<file path="config.mk">
export PLATFORM = sky130hd
export DESIGN_NAME = uart_tx_buf
export DESIGN_NICKNAME = d
export VERILOG_FILES = /design/src/rtl/uart_pkg.sv /design/src/rtl/uart_tx_fifo.sv /design/src/rtl/uart_tx_buf.sv
export SDC_FILE = /design/constraint.sdc
export NUM_CORES = 1
export LEC_CHECK = 0
export CORE_ASPECT_RATIO = 0.8
export CORE_MARGIN = 3
export CORE_UTILIZATION = 54
export CTS_CLUSTER_SIZE = 10
export DETAILED_ROUTE_END_ITERATION = 8
export GPL_ROUTABILITY_DRIVEN = 0
export PLACE_DENSITY_LB_ADDON = 0.08
export SLEW_MARGIN = 30
export SYNTH_ARGS = -nofsm -noshare
export SYNTH_HDL_FRONTEND = slang
export SYNTH_HIERARCHICAL = 1
export SYNTH_SLANG_ARGS = --single-unit
</file>
<file path="constraint.sdc">
create_clock -name clk -period 2.4 [get_ports clk]
set_input_delay 0.48 -clock clk [delete_from_list [all_inputs] [get_ports clk]]
set_output_delay 0.48 -clock clk [all_outputs]
set_load 0.005 [all_outputs]
</file>
<file path="src/rtl/uart_pkg.sv">
// Shared definitions for the buffered UART transmitter: FSM state type and
// default clock/baud constants.
package uart_pkg;

    localparam int unsigned CLK_FREQ_DEFAULT = 12_000_000;
    localparam int unsigned BAUD_DEFAULT     = 115_200;

    typedef enum logic [1:0] {
        IDLE,
        START,
        DATA,
        STOP
    } uart_state_e;

    // Bit period in clock cycles, integer truncation.
    function automatic int unsigned calc_div(input int unsigned clk_freq,
                                             input int unsigned baud);
        return clk_freq / baud;
    endfunction

endpackage

</file>
<file path="src/rtl/uart_tx_fifo.sv">
// Byte FIFO feeding the UART transmitter. Writes while full are ignored here;
// the parent flags them. Pointers wrap modulo DEPTH (power of two).
module uart_tx_fifo #(
    parameter int unsigned DEPTH = 4
) (
    input  logic       clk,
    input  logic       rst,
    input  logic       wr_en,
    input  logic [7:0] wr_data,
    input  logic       rd_en,
    output logic [7:0] rd_data,
    output logic       full,
    output logic       empty
);

    localparam int unsigned AW = (DEPTH > 1) ? $clog2(DEPTH) : 1;
    localparam int unsigned CW = $clog2(DEPTH + 1);

    logic [7:0]    mem_q [DEPTH];
    logic [7:0]    mem_d [DEPTH];
    logic [AW-1:0] wr_ptr_q, wr_ptr_d;
    logic [AW-1:0] rd_ptr_q, rd_ptr_d;
    logic [CW-1:0] count_q, count_d;
    logic          push;
    logic          pop;

    assign full    = (count_q == CW'(DEPTH));
    assign empty   = (count_q == '0);
    assign push    = wr_en && !full;
    assign pop     = rd_en && !empty;
    assign rd_data = mem_q[rd_ptr_q];

    // Next-state for storage, pointers and occupancy count.
    always_comb begin
        mem_d    = mem_q;
        wr_ptr_d = wr_ptr_q;
        rd_ptr_d = rd_ptr_q;
        count_d  = count_q;
        if (push) begin
            mem_d[wr_ptr_q] = wr_data;
            wr_ptr_d        = wr_ptr_q + AW'(1);
        end
        if (pop) begin
            rd_ptr_d = rd_ptr_q + AW'(1);
        end
        case ({push, pop})
            2'b10:   count_d = count_q + CW'(1);
            2'b01:   count_d = count_q - CW'(1);
            default: count_d = count_q;
        endcase
    end

    // State registers; reset empties the FIFO.
    always_ff @(posedge clk or posedge rst) begin
        if (rst) begin
            for (int unsigned i = 0; i < DEPTH; i++) begin
                mem_q[i] <= '0;
            end
            wr_ptr_q <= '0;
            rd_ptr_q <= '0;
            count_q  <= '0;
        end else begin
            mem_q    <= mem_d;
            wr_ptr_q <= wr_ptr_d;
            rd_ptr_q <= rd_ptr_d;
            count_q  <= count_d;
        end
    end

endmodule

</file>
<file path="src/rtl/uart_tx_buf.sv">
// Buffered UART transmitter: 8N1 frames, LSB first, fed from a small FIFO.
// Frames are sent back to back while bytes are queued.
module uart_tx_buf
    import uart_pkg::*;
#(
    parameter int unsigned CLK_FREQ = CLK_FREQ_DEFAULT,
    parameter int unsigned BAUD     = BAUD_DEFAULT,
    parameter int unsigned DEPTH    = 4
) (
    input  logic       clk,
    input  logic       rst,
    input  logic [7:0] tx_data,
    input  logic       tx_data_rdy,
    output logic       tx,
    output logic       busy,
    output logic       full,
    output logic       overflow
);

    localparam int unsigned DIV   = calc_div(CLK_FREQ, BAUD);
    localparam int unsigned CNT_W = (DIV > 1) ? $clog2(DIV) : 1;
    localparam logic [CNT_W-1:0] CNT_LAST = CNT_W'(DIV - 1);

    uart_state_e      state_q, state_d;
    logic [CNT_W-1:0] cnt_q, cnt_d;
    logic [2:0]       bit_idx_q, bit_idx_d;
    logic [7:0]       shift_q, shift_d;
    logic             tx_q, tx_d;
    logic             ovf_q, ovf_d;

    logic             fifo_pop;
    logic [7:0]       fifo_rd_data;
    logic             fifo_full;
    logic             fifo_empty;

    uart_tx_fifo #(
        .DEPTH(DEPTH)
    ) u_fifo (
        .clk    (clk),
        .rst    (rst),
        .wr_en  (tx_data_rdy),
        .wr_data(tx_data),
        .rd_en  (fifo_pop),
        .rd_data(fifo_rd_data),
        .full   (fifo_full),
        .empty  (fifo_empty)
    );

    assign tx       = tx_q;
    assign busy     = (state_q != IDLE);
    assign full     = fifo_full;
    assign overflow = ovf_q;

    // Frame sequencing: baud timing, bit selection and FIFO pops.
    // tx_d carries the value for the upcoming bit so tx comes straight from a flop.
    always_comb begin
        state_d   = state_q;
        cnt_d     = cnt_q;
        bit_idx_d = bit_idx_q;
        shift_d   = shift_q;
        tx_d      = tx_q;
        fifo_pop  = 1'b0;
        ovf_d     = ovf_q | (tx_data_rdy & fifo_full);

        case (state_q)
            IDLE: begin
                cnt_d = '0;
                tx_d  = 1'b1;
                if (!fifo_empty) begin
                    fifo_pop = 1'b1;
                    shift_d  = fifo_rd_data;
                    state_d  = START;
                    tx_d     = 1'b0;
                end
            end
            START: begin
                if (cnt_q == CNT_LAST) begin
                    cnt_d     = '0;
                    bit_idx_d = '0;
                    state_d   = DATA;
                    tx_d      = shift_q[0];
                end else begin
                    cnt_d = cnt_q + CNT_W'(1);
                end
            end
            DATA: begin
                if (cnt_q == CNT_LAST) begin
                    cnt_d = '0;
                    if (bit_idx_q == 3'd7) begin
                        state_d = STOP;
                        tx_d    = 1'b1;
                    end else begin
                        bit_idx_d = bit_idx_q + 3'd1;
                        shift_d   = {1'b0, shift_q[7:1]};
                        tx_d      = shift_q[1];
                    end
                end else begin
                    cnt_d = cnt_q + CNT_W'(1);
                end
            end
            STOP: begin
                if (cnt_q == CNT_LAST) begin
                    cnt_d = '0;
                    if (!fifo_empty) begin
                        fifo_pop = 1'b1;
                        shift_d  = fifo_rd_data;
                        state_d  = START;
                        tx_d     = 1'b0;
                    end else begin
                        state_d = IDLE;
                        tx_d    = 1'b1;
                    end
                end else begin
                    cnt_d = cnt_q + CNT_W'(1);
                end
            end
            default: begin
                state_d = IDLE;
                cnt_d   = '0;
                tx_d    = 1'b1;
            end
        endcase
    end

    // State registers; reset aborts any frame and releases the line high.
    always_ff @(posedge clk or posedge rst) begin
        if (rst) begin
            state_q   <= IDLE;
            cnt_q     <= '0;
            bit_idx_q <= '0;
            shift_q   <= '0;
            tx_q      <= 1'b1;
            ovf_q     <= 1'b0;
        end else begin
            state_q   <= state_d;
            cnt_q     <= cnt_d;
            bit_idx_q <= bit_idx_d;
            shift_q   <= shift_d;
            tx_q      <= tx_d;
            ovf_q     <= ovf_d;
        end
    end

endmodule

</file>
* Yosys cells after proc, flatten, opt, wreduce, memory -nomap -nowiden
Cells that the tools add are included.
** Storage, ports and cells
- Register bits :: 61
- Output and inout port bits :: 4
- Logic and storage cells :: 90
- Input port bits :: 11
** Cells by class
- Order comparisons :: 3
- Reduce and logical (&&, ||, !) cells :: 16
- Eq/ne operators :: 14
- Add/sub/neg operators :: 6
- Bitwise logic cells :: 4
- Muxes and demuxes :: 34
** Operators with widths (count)
- $mux 8 :: 7
- $bwmux 32 :: 1
- $pmux 8 s3 :: 1
- $bmux 8 s2 :: 1
- $demux 8 s2 :: 1
- $pmux 7 s2 :: 1
- $ne 2x2->1 const B :: 6
- $pmux 3 s2 :: 2
- $mux 2 :: 5
- $mux 3 :: 3
- $mux 1 :: 8
- $pmux 2 s4 :: 1
- $reduce_and 4->1 :: 2
- $add 7x1->7 const B :: 1
- $eq 7x7->1 const B :: 1
- $mux 7 :: 1
- $add 3x1->3 const B :: 2
- $eq 2x2->1 const B :: 3
- $eq 3x3->1 const B :: 2
- $ge 3x3->1 const B :: 2
- $not 2->3 :: 2
- $reduce_bool 2->1 :: 3
- $reduce_and 5->1 :: 1
- $add 2x1->2 const B :: 2
- other kinds (14) :: 18

* Logic depth before layout (Yosys ltp)
- Word-level depth :: 7
- Mapped depth :: 12
- Gate-level depth less buffers :: 12

* Modules after synthesis
Netlist, hierarchy kept.
** By module, submodules not included
- uart_tx_fifo :: seq. area each 975.9 µm², area an instance 1788.0 µm², cells an instance 115, instances 1
- uart_tx_buf :: seq. area each 551.8 µm², area an instance 1280.0 µm², cells an instance 113, instances 1

* Least setup slack after synthesis
No wires, ideal clock.
- Path kind :: register to register
- Start point :: reg cnt_q[0]
- End point :: reg u_fifo.count_q[2]
- Library setup time :: 0.079 ns
- Required time :: 2.321 ns
- Clock period less this slack :: 2.386 ns
- Cell stages (with the launch flop) :: 13
- Slack :: 0.014 ns
- Path buffers :: 0
- Data arrival time :: 2.307 ns
- Path through :: dfrtp_1 > ha_1 > nand3_2 > nor3_4 > a21oi_1 > nor3_1 > o31a_2 > ha_1 > inv_1 > fa_1 > xor2_1 > nor2_1 > xor2_1
** On the way
- Word-level cells in the longest chain between the ends :: 6
- Elaborated cells between the ends (all ways) :: 8
- Those cells by class :: eq/ne: 3; mux: 3; reduce/logical: 2
** RTL lines
- start: declaration :: RTL line uart_tx_buf.sv:25 : logic [CNT_W-1:0] cnt_q, cnt_d;
- start signal: assignment :: RTL line uart_tx_buf.sv:136 : cnt_q <= cnt_d;
- $eq 7x7->1 * :: RTL line uart_tx_buf.sv:102 : if (cnt_q == CNT_LAST) begin
- $mux 1 * :: RTL line uart_tx_buf.sv:102
- $pmux 1 s2 * :: RTL line uart_tx_buf.sv:65 : case (state_q)
- net fifo_pop :: RTL line uart_tx_buf.sv:31 : logic fifo_pop;
- $logic_and 1x1->1 * :: RTL line uart_tx_fifo.sv:30 : assign pop = rd_en && !empty;
- net u_fifo.pop :: RTL line uart_tx_fifo.sv:25 : logic pop;
- $eq 2x1->1 or $eq 2x2->1 (tied branches) :: RTL line uart_tx_fifo.sv:46 : case ({push, pop})
- $pmux 3 s2 or $reduce_bool 2->1 (tied branches)
- end signal: assignment :: RTL line uart_tx_fifo.sv:66 : count_q <= count_d;
- end: declaration :: RTL line uart_tx_fifo.sv:23 : logic [CW-1:0] count_q, count_d;
Mark *: on every way through the listed nets, which the timed path passes. The rest lies on a longest branch.
A chain may end at the register's enable or synchronous reset.

* Final worst setup path
- Start point :: reg cnt_q[1]
- End point :: reg u_fifo.count_q[2]
Same word-level chain as after synthesis.

==> key figures <==
Clocking
  – Root Buffer Master: clkbuf_8
  – CTS HTree Levels: 3
  – TritonCTS Buffers: 9
  – Clock-pin slew reported for the worst setup and hold paths after clock tree synthesis: 0.08 ns
  – Clock Sink Count: 61
  – Source-to-sink clock delay at the later pin of the worst-skew pair: 0.34 ns
  – CTS tree: built
  – Maximum root-to-sink buffer count: 2

Yosys
  – Async set-reset flop share out of synthesis: 100%
  – Dominant synthesized flop cell: dfrtp_1
  – Mapped Cells: 228
  – Yosys synthesis warning count: 6
  – Number of nets in the synthesized netlist: 253
  – Total of flip-flops plus latches after synthesis: 61
  – Number of distinct library cells after synthesis: 43
  – Seq/Total Area, Yosys: 49.8%
  – Number of flops mapped to enable cells by yosys: 0
  – Post-Synthesis Mean Instance Area: 13.5 um2
  – Combined area of all synthesized cells: 3070 um2

Routing
  – Wirelength, routed: 5510 um
  – WL per Instance: 15.9 um
  – Number of optimization iterations in the first detailed-route pass: 4
  – DR iter-0 viols: 89
  – Via count: 1832
  – Remaining number of nets flagged by the antenna check after routing: 0
  – Vias per inst: 5.29
  – Residual DRC: 0

Worst hold path
  – Worst-case hold path end point: overflow
  – Min-Delay Startpoint: overflow
  – Hold path cells: 1
  – Min-Delay Path Class: flip-flop to flip-flop

Global routing
  – Gr ovfl total: 0
  – Global-route usage over all layers: 19.2%
  – Number of global-route vias before repair: 1941
  – Initial antenna violation count: 0
  – Maximum number of pins on one net before global-route repair: 40
  – Global-route wire length before repair: 9540 um

STA
  – Max-slew headroom: 67.1%
  – Slew Limit Fails: 0
  – Maximum clock frequency: 0.444 GHz
  – Final critical path time including I/O delays and setup: 2.25 ns
  – Setup Viol. Count Final: 0
  – Slew @ Worst Pin: 0.493 ns
  – Final hold viol count: 0
  – Final period util: 93.8%
  – Worst clock skew: 0.0112 ns

Status
  – Result of the run: finished clean

Pwr
  – Clock Power Share: 16.7%
  – Fraction of power consumed by sequential logic: 37.0%
  – P_int: 0.00332 W
  – Cell Pwr Density: 1380 nW/um2
  – Power Total: 0.00500 W
  – Net switching power of the design: 0.00168 W
  – Static Leak: 1.57 nW
  – Combinational Power Share: 46.3%
  – IR drop worst, VDD: 0.746 mV
  – Switching power share of the total: 33.6%

Layout
  – Fillers: 406
  – Non-filler cells in the finished layout: 346
  – Signed area change from the synthesized netlist to the final layout: 17.9%
  – Count of inserted antenna diode cells: 0
  – Most frequent standard cell in the layout excluding fill and tap cells: dfrtp_1
  – Net total in the final layout: 291
  – Layout cell share with drive strength beyond 1: 39.5%
  – Top library cells by usage in the layout, fill and taps aside: dfrtp_1, mux2_2, buf_4

Setup path
  – Worst-path cell chain: ha_4, nand3_4, nor3_4, a21oi_1, nor3_1, o31a_2, ha_4, inv_1, fa_2, xor2_1, nor2_1, xor2_1
  – Critical path endpoint category: flip-flop
  – Highest net fanout along the worst path: 3
  – Required time of the critical path: 2.67 ns
  – Reg-to-reg startpoint: cnt_q[1]
  – Depth of the most critical reg-to-reg path: 12
  – Endpoint of the worst-slack reg-to-reg timing path: u_fifo/count_q[2]
  – Worst-case register-to-register setup slack: 0.15 ns
  – Crit-path slowest cell: dfrtp_1
  – Kind of critical path: flip-flop to flip-flop
  – Critical Path AT: 2.52 ns
  – Maximum single-stage delay on the critical path: 0.40 ns
  – Crit start category: flip-flop

Floorplan
  – Core Box Area: 5240 um2
  – Die height: 73.4 um
  – Area of the die: 6630 um2
  – Standard-cell row count: 23
  – Number of top-level pins: 15
  – Starting Density: 58.6%
  – Die Span X: 90.3 um

Run
  – Max_cap viols: 0

Placement
  – Final HPWL from detailed placement: 3930 um
  – Number of input and output port buffers inserted: 14
  – DP Cell Count: 328
final cells by class:
cell class,instances,area [um2],share of cell area [%]
Clock buffer,9,124,3.42
Timing Repair Buffer,33,283,7.81
Clock inverter,7,55.1,1.52
Inverter,15,56.3,1.56
Tap cell,75,93.8,2.59
Multi-Input combinational cell,146,1480,40.9
Sequential cell,61,1530,42.2
per-stage QoR:
stage | setup WS (ns) | hold WS (ns) | instance area (um2) | util (%) | setup TNS, ns
3_5_place_dp | 0.0519 | 0.448 | 3390 | 64.7 | 0
3_3_place_gp | 0.0963 | 0.439 | 3390 | 64.7 | 0
5_1_grt | -0.00914 | 0.502 | 3620 | 69.1 | -0.00914
2_1_floorplan | 0.0136 | 0.430 | 3070 | - | 0
6_report | 0.148 | 0.466 | 3620 | 69.1 | 0
4_1_cts | 0.0252 | 0.460 | 3570 | 68.1 | 0
power groups by stage:
| stage | combinational [W] | sequential (W) | clock (W) |
|---|---|---|---|
| detailed placement | 0.00227 | 0.00186 | 0 |
| CTS | 0.00228 | 0.00184 | 0.000864 |
| finish | 0.00232 | 0.00185 | 0.000833 |
| floorplan | 0.00183 | 0.00174 | 0 |
| global route | 0.00256 | 0.00192 | 0.000913 |
| global placement | 0.00221 | 0.00184 | 0 |
cells in the mapped netlist, types with 4 or more instances:
cell type / instances / share of area [%]
mux4_2: 8 / 5.9
o21ai_0: 6 / 0.98
nor2_1: 6 / 0.73
nand2_1: 9 / 1.1
inv_1: 15 / 1.8
nor3_1: 5 / 0.82
xnor2_1: 6 / 1.7
dfrtp_1: 60 / 49
mux2_4: 8 / 3.9
xor2_1: 4 / 1.1
mux2_2: 40 / 15
ha_1: 13 / 5.3
nand3_1: 4 / 0.65
nor2_2: 4 / 0.82
what timing repair did:
action,4_1_cts,5_1_grt
hold buffers,0,0
gates resized for setup,0,6
endpoints found under the setup margin,0,1
buffers inserted,0,2
worst max-delay path by stage:
stage,startpoint,end,slack (ns),cells after the start
5_1_grt,cnt_q[1],u_fifo/count_q[2],-0.009,12
3_5_place_dp,cnt_q[0],u_fifo/count_q[2],0.05,12
4_1_cts,cnt_q[0],u_fifo/count_q[2],0.03,12
3_3_place_gp,cnt_q[0],u_fifo/count_q[2],0.1,12
6_report,cnt_q[1],u_fifo/count_q[2],0.15,12
2_1_floorplan,cnt_q[0],u_fifo/count_q[2],0.01,12
critical path, delay by kind of cell, from the launching register on:
kind | cells | cell delay, ns
compound gates | 2 | 0.28
fa+ha+maj | 3 | 0.63
flops | 1 | 0.40
xor+xnor | 2 | 0.28
simple gates | 4 | 0.52
buf+inv | 1 | 0.05
logic make-up (layout without fill, tap and decap cells):
logic type      after synthesis  after routing  share of synthesized area (%)
flops                        61             61                           49.8
mux                          59             59                           25.5
simple gates                 42             42                           8.16
compound gates               21             21                           4.57
buf+inv                      21             64                           3.14
fa+ha+maj                    14             14                           5.95
xor+xnor                     10             10                           2.85
state kept, by name (all words and copies together) (netlist names):
name and flops:
u_fifo/count_q 3, cnt_q 7, state_q 2, u_fifo/rd_ptr_q 2, overflow 1, shift_q 8
bit_idx_q 3, tx 1, u_fifo/mem_q 32, u_fifo/wr_ptr_q 2
layer usage:
metal / track usage (%) / part of all wire [%] / routed length, um
met1: 25.6 / 50 / 2770
met2: 30.0 / 45 / 2500
met3: 6.86 / 4.0 / 218
met4: 5.77 / 0.60 / 33
met5: 0 / 0 / 0
(Power assumes the default switching activity.)
